### config.mk
export PLATFORM = sky130hd
export DESIGN_NAME = tx_pause_frame_scheduler
export DESIGN_NICKNAME = d
export VERILOG_FILES = /design/src/rtl/tx_pause_frame_scheduler.sv
export SDC_FILE = /design/constraint.sdc
export NUM_CORES = 1
export LEC_CHECK = 0
export BUFFER_PORTS_ARGS = -buffer_cell sky130_fd_sc_hd__buf_2
export CAP_MARGIN = 20
export CORE_MARGIN = 3
export CORE_UTILIZATION = 55
export CTS_CLUSTER_SIZE = 25
export DETAILED_ROUTE_END_ITERATION = 6
export PLACE_DENSITY = 0.85
export SYNTH_ARGS = -nofsm -noshare
export SYNTH_HDL_FRONTEND = slang
export SYNTH_SLANG_ARGS = --single-unit
### constraint.sdc
create_clock -name clk -period 8.4 [get_ports clk]
set_input_delay 0.84 -clock clk [delete_from_list [all_inputs] [get_ports clk]]
set_output_delay 0.84 -clock clk [all_outputs]
set_load 0.05 [all_outputs]
### src/rtl/tx_pause_frame_scheduler.sv
// IEEE 802.3x PAUSE frame scheduler: emits XOFF/XON frames (no CRC) as a
// 64-bit Avalon-ST stream, driven by an RX congestion level and a refresh timer.
module tx_pause_frame_scheduler #(
  parameter int unsigned REFRESH_WIDTH = 16,
  parameter int unsigned COUNT_WIDTH   = 32
) (
  input  logic                     clk,
  input  logic                     reset,
  input  logic                     cfg_enable,
  input  logic [47:0]              cfg_src_addr,
  input  logic [15:0]              cfg_pause_quanta,
  input  logic [REFRESH_WIDTH-1:0] cfg_refresh,
  input  logic                     xoff_req,
  output logic                     out_valid,
  input  logic                     out_ready,
  output logic [63:0]              out_data,
  output logic                     out_startofpacket,
  output logic                     out_endofpacket,
  output logic [2:0]               out_empty,
  output logic [1:0]               out_error,
  output logic                     paused,
  output logic [COUNT_WIDTH-1:0]   frames_sent
);

  typedef enum logic [1:0] {
    IDLE,
    SEND,
    DONE
  } state_t;

  state_t state, state_next;

  logic [2:0]               beat;
  logic                     xoff_req_q;
  logic                     xoff_pending;
  logic                     xon_pending;
  logic                     frame_xoff;
  logic [47:0]              sa_lat;
  logic [15:0]              quanta_lat;
  logic [REFRESH_WIDTH-1:0] refresh_cnt;

  logic req_rise;
  logic req_fall;
  logic launch;
  logic launch_xoff;
  logic beat_accept;
  logic last_accept;
  logic xoff_in_flight;
  logic refresh_run;
  logic refresh_fire;

  assign req_rise    = xoff_req & ~xoff_req_q;
  assign req_fall    = ~xoff_req & xoff_req_q;
  assign launch      = (state == IDLE) && cfg_enable && (xoff_pending || xon_pending);
  assign launch_xoff = xoff_pending;
  assign beat_accept = (state == SEND) && out_ready;
  assign last_accept = beat_accept && (beat == 3'd7);

  // An XOFF being launched on this very edge counts as in flight, so a
  // simultaneous fall still schedules the matching XON.
  assign xoff_in_flight = ((state != IDLE) && frame_xoff) || (launch && launch_xoff);

  assign refresh_run  = (state == IDLE) && paused && xoff_req && !xon_pending &&
                        (refresh_cnt != '0);
  assign refresh_fire = refresh_run && (refresh_cnt == REFRESH_WIDTH'(1));

  always_ff @(posedge clk or posedge reset) begin
    if (reset) state <= IDLE;
    else       state <= state_next;
  end

  always_comb begin
    state_next = state;
    case (state)
      IDLE:    if (launch) state_next = SEND;
      SEND:    if (last_accept) state_next = DONE;
      DONE:    state_next = IDLE;
      default: state_next = IDLE;
    endcase
  end

  always_ff @(posedge clk or posedge reset) begin
    if (reset) begin
      beat       <= '0;
      frame_xoff <= 1'b0;
      sa_lat     <= '0;
      quanta_lat <= '0;
    end else begin
      if (launch) begin
        beat       <= '0;
        frame_xoff <= launch_xoff;
        sa_lat     <= cfg_src_addr;
        quanta_lat <= launch_xoff ? cfg_pause_quanta : 16'h0000;
      end else if (beat_accept) begin
        beat <= beat + 3'd1;
      end
    end
  end

  // Later assignments take precedence: edge events override the flag consumed
  // by a launch on the same edge, so at most one flag ends up set.
  always_ff @(posedge clk or posedge reset) begin
    if (reset) begin
      xoff_req_q   <= 1'b0;
      xoff_pending <= 1'b0;
      xon_pending  <= 1'b0;
    end else begin
      xoff_req_q <= xoff_req;
      if (launch) begin
        if (launch_xoff) xoff_pending <= 1'b0;
        else             xon_pending  <= 1'b0;
      end
      if (req_rise) begin
        xoff_pending <= 1'b1;
        xon_pending  <= 1'b0;
      end
      if (req_fall) begin
        xoff_pending <= 1'b0;
        if (paused || xoff_in_flight) xon_pending <= 1'b1;
      end
      if (refresh_fire) xoff_pending <= 1'b1;
    end
  end

  always_ff @(posedge clk or posedge reset) begin
    if (reset) begin
      paused      <= 1'b0;
      frames_sent <= '0;
      refresh_cnt <= '0;
    end else begin
      if (state == DONE) begin
        frames_sent <= frames_sent + COUNT_WIDTH'(1);
        paused      <= frame_xoff;
        if (frame_xoff) refresh_cnt <= cfg_refresh;
      end else if (refresh_run) begin
        refresh_cnt <= refresh_cnt - REFRESH_WIDTH'(1);
      end
    end
  end

  always_comb begin
    out_valid         = (state == SEND);
    out_startofpacket = (state == SEND) && (beat == 3'd0);
    out_endofpacket   = (state == SEND) && (beat == 3'd7);
    out_empty         = out_endofpacket ? 3'd4 : 3'd0;
    out_error         = '0;
    out_data          = '0;
    if (state == SEND) begin
      case (beat)
        3'd0:    out_data = {48'h0180_C200_0001, sa_lat[47:32]};
        3'd1:    out_data = {sa_lat[31:0], 16'h8808, 16'h0001};
        3'd2:    out_data = {quanta_lat, 48'h0};
        default: out_data = '0;
      endcase
    end
  end

endmodule
Word-level counts from Yosys, hierarchy flattened
Index checks and enable logic that the tools add are counted.
{ "op_classes": {"eq_ne": 9, "n_mux": 21, "n_reduce_logical": 26, "n_bitwise": 4, "addsub": 3} }
{ "op_table": {"columns": ["op", "n"], "rows": [
  ["64-bit one-hot mux with 3 select lines", 1],
  ["16-bit two-way mux", 4],
  ["64-bit two-way mux", 1],
  ["32-bit by 1-bit adder with 32-bit output, second input constant", 1],
  ["16-bit by 1-bit == test with 1-bit output, second input constant", 1],
  ["16-bit nonzero test", 1],
  ["16-bit by 1-bit subtractor with 16-bit output, second input constant", 1],
  ["1-bit logical AND", 13],
  ["1-bit two-way mux", 9],
  ["3-bit two-way mux", 3],
  ["2-bit nonzero test", 3],
  ["2-bit two-way mux", 2],
  ["2-bit inequality test, second input constant", 2],
  ["2-bit one-hot mux with 2 select lines", 1],
  ["2-bit AND reduction", 2],
  ["4-bit nonzero test", 1],
  ["3-bit by 1-bit adder with 3-bit output, second input constant", 1],
  ["3-bit by 1-bit == test with 1-bit output, second input constant", 1],
  ["3-bit by 2-bit == test with 1-bit output, second input constant", 1],
  ["3-bit == test, second input constant", 1],
  ["3-bit logical NOT", 1],
  ["1-bit logical OR", 3],
  ["1-bit AND", 2],
  ["2-bit by 1-bit == test with 1-bit output, second input constant", 1],
  ["5 further kinds", 6]
]} }
{ "totals": {"reg_bits": 122, "in_bits": 85, "output_inout_bits": 105} }

Logic depth before layout (Yosys ltp)
Gate-level depths: netlist of run 1.
{ "depth": {"ltp_word": 8, "depth_mapped": 8, "mapped_depth_nobuf": 6} }

Least setup slack after synthesis of run 1
No wires, ideal clock.
{ "synth_path": {"path_kind": "register -> output", "start": "register beat[1]", "end": "output out_data[41]", "path_stages_with_launch": 8, "slack_ns": 5.317, "arrival_time_ns": 2.243, "path_cell_list": "dfrtp_1 inv_1 ha_1 nor2b_1 clkbuf_1 and2_1 clkbuf_1 a21o_1"} }
{ "synth_between": {"elab_chain_cells": 3, "word_cells_on_any_way": 5} }
{ "synth_rtl": {"columns": ["element", "line_no", "source"], "rows": [
  ["from (decl)", "33", "logic [2:0] beat;"],
  ["from (signal assigned)", "95", "beat <= beat + 3'd1;"],
  ["3-bit by 2-bit == test with 1-bit output (tied with other cells)", "149", "case (beat)"],
  ["64-bit one-hot mux with 3 select lines (*)", "149", null],
  ["64-bit two-way mux (*)", "148", "if (state == SEND) begin"],
  ["to (decl)", "16", "output logic [63:0] out_data,"]
]} }
Every way passes the cells marked *; elsewhere a longest branch is shown, timed or not.

Final worst setup path of run 1
{ "layout_path": {"start": "register beat[0]", "end": "output out_data[62]"} }
The elaborated chain is that of the path after synthesis.

==> results of run 1 <==
==> per-stage QoR <==
| step | power [uW] | hold slack [ns] | worst slack (ns) | std cells | utilization |
|---|---|---|---|---|---|
| floorplan | 1590 | 0.437 | 4.32 | 662 | - |
| global placement | 1780 | 0.449 | 5.33 | 922 | 0.654 |
| detailed placement | 1820 | 0.454 | 5.23 | 922 | 0.654 |
| CTS | 2610 | 0.453 | 4.68 | 954 | 0.716 |
| global route | 2760 | 0.471 | 4.60 | 957 | 0.719 |
| finish | 2610 | 0.436 | 4.84 | 958 | 0.720 |
==> critical path, stage by stage (launching register included) <==
cell	delay [ns]
dfrtp_1	0.40
inv_1	0.13
ha_1	0.23
nor2b_1	0.81
a22oi_1	0.18
nor2_1	0.17
buf_2	0.28
==> logic make-up (layout without fill, tap and decap cells) <==
| kind of cell | count (synthesis) | count (layout) | synth area share |
|---|---|---|---|
| compound gates | 93 | 93 | 0.111 |
| xor+xnor | 32 | 32 | 0.0468 |
| fa+ha+maj | 11 | 11 | 0.0230 |
| buf+inv | 64 | 223 | 0.0545 |
| flops | 122 | 122 | 0.510 |
| mux | 2 | 2 | 0.00334 |
| other cells | 1 | 17 | 0.000626 |
| simple gates | 322 | 322 | 0.251 |
==> cells in the mapped netlist, drive strengths merged (4+ instances only) <==
library cell,count
nor4,8
o311ai,4
nand3,18
xnor2,27
nand4,10
o22a,4
xor2,5
inv,11
nand2,179
nor3,6
nor2b,5
nor2,42
dfrtp,122
a22oi,15
a21oi,16
a22o,16
ha,11
buf,25
o21ai,19
and3,20
a21o,5
and2,19
clkbuf,28
==> registers in the layout, summed over array words and instances, names as in the netlist <==
name	cells
frame_xoff	1
sa_lat	48
frames_sent	32
paused	1
state	2
refresh_cnt	16
launch_xoff	1
xon_pending	1
xoff_req_q	1
quanta_lat	16
beat	3
==> power groups by stage <==
stage / clock, uW / sequential, uW / combinational [uW]
after floorplan: 0 / 845 / 750
after global placement: 0 / 856 / 924
after detailed placement: 0 / 864 / 951
final: 784 / 860 / 970
after CTS: 794 / 857 / 959
after global routing: 825 / 880 / 1050
==> routing by layer <==
| layer | up-vias | GRT usage |
|---|---|---|
| met5 | - | 0 |
| met4 | 0 | 0.0712 |
| met3 | 15 | 0.0646 |
| met2 | 196 | 0.431 |
| met1 | 2526 | 0.309 |
| li1 | 2478 | - |
==> final timing paths <==
check                                              end  cells past startpoint
max in group asynchronous  frames_sent[27]$_DFFE_PP0P_                      3
hold reg to reg                  sa_lat[6]$_DFFE_PP0N_                      2
min in group clk                 sa_lat[6]$_DFFE_PP0N_                      2
setup reg to reg            refresh_cnt[2]$_DFFE_PP0P_                      5
setup / recovery                          out_data[62]                      6
hold / removal               quanta_lat[1]$_DFFE_PP0N_                      2
==> cell type report <==
| type | instances | area [sq um] |
|---|---|---|
| multi-input cells | 476 | 2680 |
| fillers | 772 | 2930 |
| well taps | 136 | 170 |
| repair buffers | 180 | 935 |
| inverters | 11 | 43.8 |
| clock inverters | 11 | 193 |
| diodes | 1 | 2.50 |
| flip-flops and latches | 122 | 3050 |
| clock buffers | 21 | 449 |
==> impl_metrics.csv, run 1 <==
group,metric,value,unit
placement,portBuffers,173,
critical_path,cp-start-kind,"flop",
critical_path,crit_required,7.56,ns
hold_path,hp-class,"in -> async",
clock_network,clock_path_buffers,2,
critical_path,rr_startpoint,"state[0]$_DFFE_PP0P_",
critical_path,critPathCaptureType,"primary output",
timing,hold_viol,0,
outcome,status,"complete, no violations",
final_layout,final_common_cell,"nand2_1",
final_layout,fin_area,7530,sq um
detailed_routing,postRouteAntennaNets,0,
detailed_routing,routed_via_density,5.44,
power_and_ir_drop,p_leak,0.00407,uW
die,ios,190,
yosys,syn_avg_cell_area,9.26,sq um
die,dieWidth,110,um
final_layout,layout_common_cells,"nand2_1 (179), buf_2 (173), dfrtp_1 (122), nor2_1 (41), xnor2_1 (27)",
global_route,first_global_vias,5090,
global_route,grt_antenna_before_repair,0,
yosys,yosysWarnings,0,
power_and_ir_drop,p_per_area,347,nW/um^2
clock_network,cts_max_level,4,
detailed_routing,routed_wl,15.0,mm
detailed_routing,detail_route.wl_per_cell,15.7,um
clock_network,cts.sinks,122,
timing,setup_viol,0,
timing,clock.fmax,281,MHz
clock_network,clk_latency,0.51,ns
yosys,synth_top_area_frac,0.510,
yosys,ys_ff_latch,122,
detailed_routing,num_vias,5215,
detailed_routing,drt_first_pass_iters,5,
placement,dp_hpwl,10.3,mm
clock_network,postCtsHoldBufs,0,
power_and_ir_drop,p_clk_frac,0.300,
power_and_ir_drop,power_switching_share,0.404,
global_route,track_usage,0.249,
die,rows,37,
detailed_routing,drt-met1-wl,6.25,mm
clock_network,cts_buffers,17,
timing,finalClockSkew,0.00716,ns
yosys,synth_area_leaders,"dfrtp_1 (51%), nand2_1 (11%), xnor2_1 (3.9%)",
global_route,grt_max_degree,68,
critical_path,cp_max_fo,14,
detailed_routing,maxUsedRoutingLayer,"met4",
detailed_routing,drtIter0Drc,416,
critical_path,reg2reg_slack,5.79,ns
timing,grt_setup_unrepaired,"no",
timing,worst_slew_pin_slew,1.02,ns
critical_path,crit_start,"beat[0]$_DFFE_PP0P_",
power_and_ir_drop,power_frac_seq,0.329,
timing,layout_min_cycle_time,3.56,ns
global_route,grt_pass1_wl,23.6,mm
power_and_ir_drop,ir_drop,0.000205,V
yosys,yosysUniqueCellTypes,53,
placement,postPlaceCellArea,6850,sq um
final_layout,syn_to_final_growth,25.7,%
critical_path,cp.arrival,2.72,ns
timing,max_slew_margin,0.321,
die,die_y,110,um
detailed_routing,wl_met2,7.67,mm
timing,period_share,0.424,
power_and_ir_drop,p_sw,1060,uW
yosys,yosysTopAreaCell,"dfrtp_1",
critical_path,crit_type,"reg -> out",
clock_network,cts_setup_buffers,0,
die,start_util,0.572,
yosys,synth_edf_count,0,
final_layout,fin_nets,904,
final_layout,drive_above_1_share,0.270,
power_and_ir_drop,comb_power_share,0.371,
yosys,synth-async-reset-ratio,1.00,
yosys,synthCells,647,
yosys,ys.flop_type,"dfrtp_1",
yosys,synth.yosys.seq_area_share,0.510,
timing,drv_slew,0,
clock_network,post_cts_resize_count,0,
die,coreArea,10500,sq um
power_and_ir_drop,p_int,1560,uW
placement,gp_congestion,0.821,
clock_network,clockRootBuffer,"clkbuf_8",
job,drv_cap,0,
timing,fin_tns_setup,0,ns
detailed_routing,wl_met3,954,um
die,dieArea,12200,sq um
clock_network,cts_tree,"yes",
global_route,overflow,0,
clock_network,cts.clk_slew.worst_paths,0.06,ns
detailed_routing,drcViolationCount,0,
yosys,synthesis.area,5990,sq um
No activity file was read; power rests on OpenSTA's default activity.
==> inputs of run 2 (changes only) <==
--- a/config.mk
+++ b/config.mk
@@ -8,10 +8,10 @@
 export BUFFER_PORTS_ARGS = -buffer_cell sky130_fd_sc_hd__buf_2
 export CAP_MARGIN = 20
 export CORE_MARGIN = 3
-export CORE_UTILIZATION = 55
+export CORE_UTILIZATION = 46
 export CTS_CLUSTER_SIZE = 25
 export DETAILED_ROUTE_END_ITERATION = 6
-export PLACE_DENSITY = 0.85
+export PLACE_DENSITY = 0.76
 export SYNTH_ARGS = -nofsm -noshare
 export SYNTH_HDL_FRONTEND = slang
 export SYNTH_SLANG_ARGS = --single-unit
==> constraint.sdc (replaced) <==
create_clock -name clk -period 3.05 [get_ports clk]
set_input_delay 0.305 -clock clk [delete_from_list [all_inputs] [get_ports clk]]
set_output_delay 0.305 -clock clk [all_outputs]
set_load 0.05 [all_outputs]
==> run 2 against run 1 <==
Against the previous run: worst hold slack worse by 0.36 ns; sequential cell count stayed put; core utilization is 12 points lower; design area is 1.0% higher; clock power is 140% higher; largest power group unchanged; critical path depth is 1 higher; register-to-register slack worse by 5.0 ns; setup slack worse by 4.6 ns; sequential share of layout area is 0.42 points lower; first-iteration DRC count is 1.7% lower; power grew to 2.7 times the previous value; highest routed layer unchanged.
==> impl_metrics.csv, run 2 (synthesis gave the netlist of run 1 again) <==
group,metric,value,unit
global_route,overflow,0,
global_route,grt_pass1_wl,23.6,mm
job,drv_cap,0,
timing,clock.fmax,356,MHz
clock_network,clock_path_buffers,2,
critical_path,r2r_end,"refresh_cnt[2]$_DFFE_PP0P_",
critical_path,cp_max_fo,12,
final_layout,postLayoutCoreUtil,0.600,
power_and_ir_drop,comb_power_share,0.388,
timing,layout_min_cycle_time,2.81,ns
clock_network,clk_latency,0.41,ns
clock_network,cts.clk_slew.worst_paths,0.05,ns
die,die_y,120,um
final_layout,fin_nets,912,
global_route,track_usage,0.205,
global_route,first_global_vias,4832,
clock_network,cts_max_level,4,
placement,dp_hpwl,9.87,mm
clock_network,cts.sinks,122,
global_route,grt_max_degree,67,
detailed_routing,detail_route.wl_per_cell,14.6,um
detailed_routing,routed_via_density,5.10,
power_and_ir_drop,p_int,4110,uW
critical_path,rr_startpoint,"refresh_cnt[9]$_DFFE_PP0P_",
die,dieArea,14400,sq um
power_and_ir_drop,power_frac_seq,0.337,
timing,grt_setup_unrepaired,"no",
final_layout,layout_common_cells,"nand2_1 (179), buf_2 (173), dfrtp_1 (122), nor2_1 (41), xnor2_1 (27)",
placement,portBuffers,173,
outcome,status,"complete, no violations",
timing,worst_slew_pin_slew,0.741,ns
critical_path,crit_path_end,"out_data[41]",
clock_network,clockRootBuffer,"clkbuf_16",
die,coreArea,12700,sq um
critical_path,cp.arrival,2.50,ns
detailed_routing,maxUsedRoutingLayer,"met4",
die,rows,41,
die,dieWidth,120,um
timing,max_slew_margin,0.506,
detailed_routing,num_vias,5106,
power_and_ir_drop,power_switching_share,0.411,
final_layout,top_register,"sa_lat",
detailed_routing,drt-met1-wl,6.21,mm
final_layout,drive_above_1_share,0.277,
critical_path,critPathCaptureType,"primary output",
clock_network,cts_buffers,17,
detailed_routing,drtIter0Drc,409,
detailed_routing,wl_met2,7.27,mm
final_layout,fillers,1131,
detailed_routing,drcViolationCount,0,
critical_path,crit_required,2.74,ns
final_layout,syn_to_final_growth,27.0,%
timing,hold_viol,0,
hold_path,hp-start,"xoff_req",
timing,finalClockSkew,0.00516,ns
hold_path,hp-class,"in -> reg",
critical_path,crit_type,"reg -> out",
detailed_routing,wl_met3,776,um
placement,gp_congestion,0.809,
critical_path,r2r_cells,5,
final_layout,largest_reg_flops,48,
timing,fin_tns_setup,0,ns
detailed_routing,drt_first_pass_iters,4,
detailed_routing,routed_wl,14.6,mm
global_route,grt_antenna_before_repair,0,
timing,setup_viol,0,
clock_network,cts_tree,"yes",
timing,period_share,0.920,
die,ios,190,
timing,drv_slew,0,
critical_path,reg2reg_slack,0.80,ns
final_layout,final_common_cell,"nand2_1",
final_layout,reg_top3,"sa_lat x48, frames_sent x32",
power_and_ir_drop,p_leak,0.00411,uW
critical_path,crit_start,"beat[1]$_DFFE_PP0P_",
die,start_util,0.473,
power_and_ir_drop,p_clk_frac,0.275,
detailed_routing,postRouteAntennaNets,0,
timing,holdWs,0.0750,ns
power_and_ir_drop,p_sw,2860,uW
power_and_ir_drop,p_per_area,916,nW/um^2
critical_path,cp-start-kind,"flop",
power_and_ir_drop,ir_drop,0.000382,V
final_layout,diodes,0,
==> run 2: stage by stage <==
stage	total power (uW)	cells	setup WS, ns	area [sq um]
final	6970	1001	0.243	7610
after global routing	7390	1001	0.0137	7610
after CTS	6990	998	0.148	7570
after detailed placement	5040	966	0.604	6990
after global placement	4980	966	0.744	6990
after floorplan	4390	662	0.502	6050
==> run 2: power by group through the flow <==
stage | logic (uW) | clock network (uW) | registers, uW
after global placement | 2630 | 0 | 2360
final | 2700 | 1910 | 2350
after floorplan | 2070 | 0 | 2330
after global routing | 2950 | 2030 | 2410
after CTS | 2690 | 1950 | 2350
after detailed placement | 2670 | 0 | 2370
==> run 2: timing repair <==
item	CTS	global route
resized for setup	0	0
setup buffers	0	0
endpoints found under the hold margin	0	3
hold buffers	0	1
endpoints found under the setup margin	0	0
==> run 2: how the worst min path moves through the flow <==
stage                                        end  slack (ns)  depth (start not counted)
final                       xoff_req_q$_DFF_PP0_        0.08                          1
after global routing        xoff_req_q$_DFF_PP0_        0.07                          1
after CTS                   xoff_req_q$_DFF_PP0_        0.06                          1
after detailed placement  sa_lat[41]$_DFFE_PP0N_        0.45                          2
after global placement    sa_lat[12]$_DFFE_PP0N_        0.45                          2
after floorplan             xoff_req_q$_DFF_PP0_        0.34                          0
==> run 2: layout make-up <==
cell class	instances	area [sq um]	area share
clock inverter	8	65.1	0.00855
clock buffer	24	512	0.0673
multi-input combinational	476	2680	0.353
timing repair buffer	188	1030	0.136
tap	172	215	0.0283
sequential	122	3050	0.401
inverter	11	45.0	0.00592
==> run 2: critical path, cell delays in order, from the launching register on <==
cell,delay (ns)
dfrtp_1,0.41
inv_1,0.09
ha_1,0.22
nor2b_2,0.47
buf_4,0.25
and2_1,0.26
a21o_1,0.15
buf_2,0.25
==> run 2: metal layers <==
layer	global-route usage	up-vias
met1	0.268	2434
li1	-	2491
met3	0.0481	26
met5	0	-
met4	0.0838	0
met2	0.328	155
==> inputs of run 3 (changes only) <==
==> constraint.sdc (replaced) <==
create_clock -name clk -period 3.05 [get_ports clk]
set_input_delay 0.61 -clock clk [delete_from_list [all_inputs] [get_ports clk]]
set_output_delay 0.61 -clock clk [all_outputs]
set_load 0.05 [all_outputs]
==> run 3 against run 2 <==
Against the previous run: core utilization unchanged; register-to-register slack improved by 0.08 ns; power increased by 1.4%; clock-buffer cell count decreased by 7; sequential share of layout area unchanged; clock power increased by 6%; design area unchanged.
==> impl_metrics.csv, run 3 (synthesis gave the netlist of run 1 again) <==
group,metric,value,unit
timing,hold_viol,0,
placement,postPlaceCellArea,6990,sq um
detailed_routing,drt_first_pass_iters,5,
final_layout,reg_top3,"sa_lat x48, frames_sent x32",
die,ios,190,
global_route,overflow,0,
final_layout,layout_common_cells,"nand2_1 (179), buf_2 (173), dfrtp_1 (122), nor2_1 (41), xnor2_1 (27)",
critical_path,timing.critical_path.buf_inv,3,
clock_network,cts.sinks,122,
die,rows,41,
detailed_routing,drcViolationCount,0,
timing,finalClockSkew,0.00625,ns
critical_path,cp_top_family,"buffers and inverters",
global_route,first_global_vias,4746,
die,start_util,0.473,
hold_path,hp-class,"in -> async",
critical_path,crit_path_cell_trace,"inv_1, ha_1, nor2b_2, buf_4, a22oi_1, nor2_1, buf_2",
final_layout,largest_reg_flops,48,
placement,dp_worst_setup_slack,0.302,ns
detailed_routing,detail_route.wl_per_cell,14.6,um
critical_path,cp_slowest_cell,"dfrtp_1",
power_and_ir_drop,p_leak,0.00408,uW
power_and_ir_drop,ir_drop,0.000397,V
final_layout,fillers,1116,
die,dieArea,14400,sq um
detailed_routing,drtIter0Drc,405,
final_layout,drive_above_1_share,0.279,
timing,worst_slew_pin_slew,0.781,ns
global_route,grt_pass1_wl,23.5,mm
placement,dp_hpwl,9.97,mm
timing,fin_tns_setup,0,ns
timing,layout_min_cycle_time,2.88,ns
global_route,grt_antenna_before_repair,1,
clock_network,cts_tree,"yes",
clock_network,cts_max_level,4,
detailed_routing,routed_via_density,5.12,
clock_network,postCtsHoldBufs,0,
placement,gp_congestion,0.816,
outcome,status,"complete, no violations",
timing,setup_viol,0,
clock_network,clk_latency,0.41,ns
timing,setup_ws,0.170,ns
detailed_routing,postRouteAntennaNets,0,
clock_network,clock_path_buffers,2,
final_layout,fin_area,7610,sq um
critical_path,cp.arrival,2.27,ns
final_layout,top_register,"sa_lat",
critical_path,cp_max_fo,10,
final_layout,syn_to_final_growth,27.0,%
global_route,track_usage,0.205,
detailed_routing,routed_wl,14.6,mm
critical_path,cp-start-kind,"flop",
placement,portBuffers,173,
detailed_routing,num_vias,5128,
critical_path,crit_type,"reg -> out",
critical_path,crit_required,2.44,ns
timing,grt_setup_unrepaired,"no",
critical_path,slowest_delay,0.41,ns
clock_network,cts_buffers,17,
placement,dp_cells,968,
timing,max_slew_margin,0.479,
timing,drv_slew,0,
die,die_y,120,um
power_and_ir_drop,p_per_area,928,nW/um^2
job,drv_cap,0,
critical_path,critPathCaptureType,"primary output",
timing,clock.fmax,347,MHz
die,coreArea,12700,sq um
power_and_ir_drop,post-layout-total-power,7060,uW
global_route,grt_max_degree,52,
clock_network,clockRootBuffer,"clkbuf_16",
final_layout,instances_no_fill,1001,
clock_network,cts.clk_slew.worst_paths,0.05,ns
timing,period_share,0.944,
final_layout,final_common_cell,"nand2_1",
die,dieWidth,120,um
final_layout,fin_nets,911,
[run 3: what timing repair did]
item                                    4_1_cts  5_1_grt
resized for setup                             1        0
endpoints found under the setup margin       16        0
buffers inserted                              0        0
[run 3: power breakdown]
part | total [uW] | leakage [uW] | internal (uW) | switching, uW
clock network | 2020 | 0.000281 | 1280 | 742
registers | 2370 | 0.00160 | 2070 | 293
logic | 2670 | 0.00221 | 783 | 1890
[run 3: per-stage QoR]
| step | hold WS (ns) | utilization |
|---|---|---|
| floorplan | 0.437 | - |
| global placement | 0.450 | 0.552 |
| detailed placement | 0.454 | 0.552 |
| CTS | 0.346 | 0.600 |
| global route | 0.365 | 0.600 |
| finish | 0.335 | 0.600 |
[run 3: final timing paths]
kind,startpoint,to,slack [ns],depth (start not counted)
setup / recovery,beat[1]$_DFFE_PP0P_,out_data[51],0.17,7
hold / removal,reset,sa_lat[34]$_DFFE_PP0N_,0.34,2
setup reg to reg,refresh_cnt[2]$_DFFE_PP0P_,refresh_cnt[0]$_DFFE_PP0P_,0.88,5
hold reg to reg,sa_lat[42]$_DFFE_PP0N_,sa_lat[42]$_DFFE_PP0N_,0.46,2
max in group asynchronous,reset,frames_sent[27]$_DFFE_PP0P_,2.03,3
min in group clk,cfg_src_addr[5],sa_lat[5]$_DFFE_PP0N_,0.38,3
[run 3: cell type report]
cell class              count  area, sq um  area share
diodes                      1         2.50    0.000329
clock buffers              17          425      0.0559
clock inverters            15          178      0.0234
inverters                  11         45.0     0.00592
multi-input cells         476         2690       0.354
flip-flops and latches    122         3050       0.401
well taps                 172          215      0.0283
repair buffers            187          996       0.131
[run 3: layer usage]
layer / GRT usage / vias to the layer above / part of all wire
met4: 0.0859 / 0 / 0.024
met3: 0.0533 / 27 / 0.056
li1: - / 2493 / -
met2: 0.319 / 153 / 0.49
met5: 0 / - / 0
met1: 0.273 / 2455 / 0.43
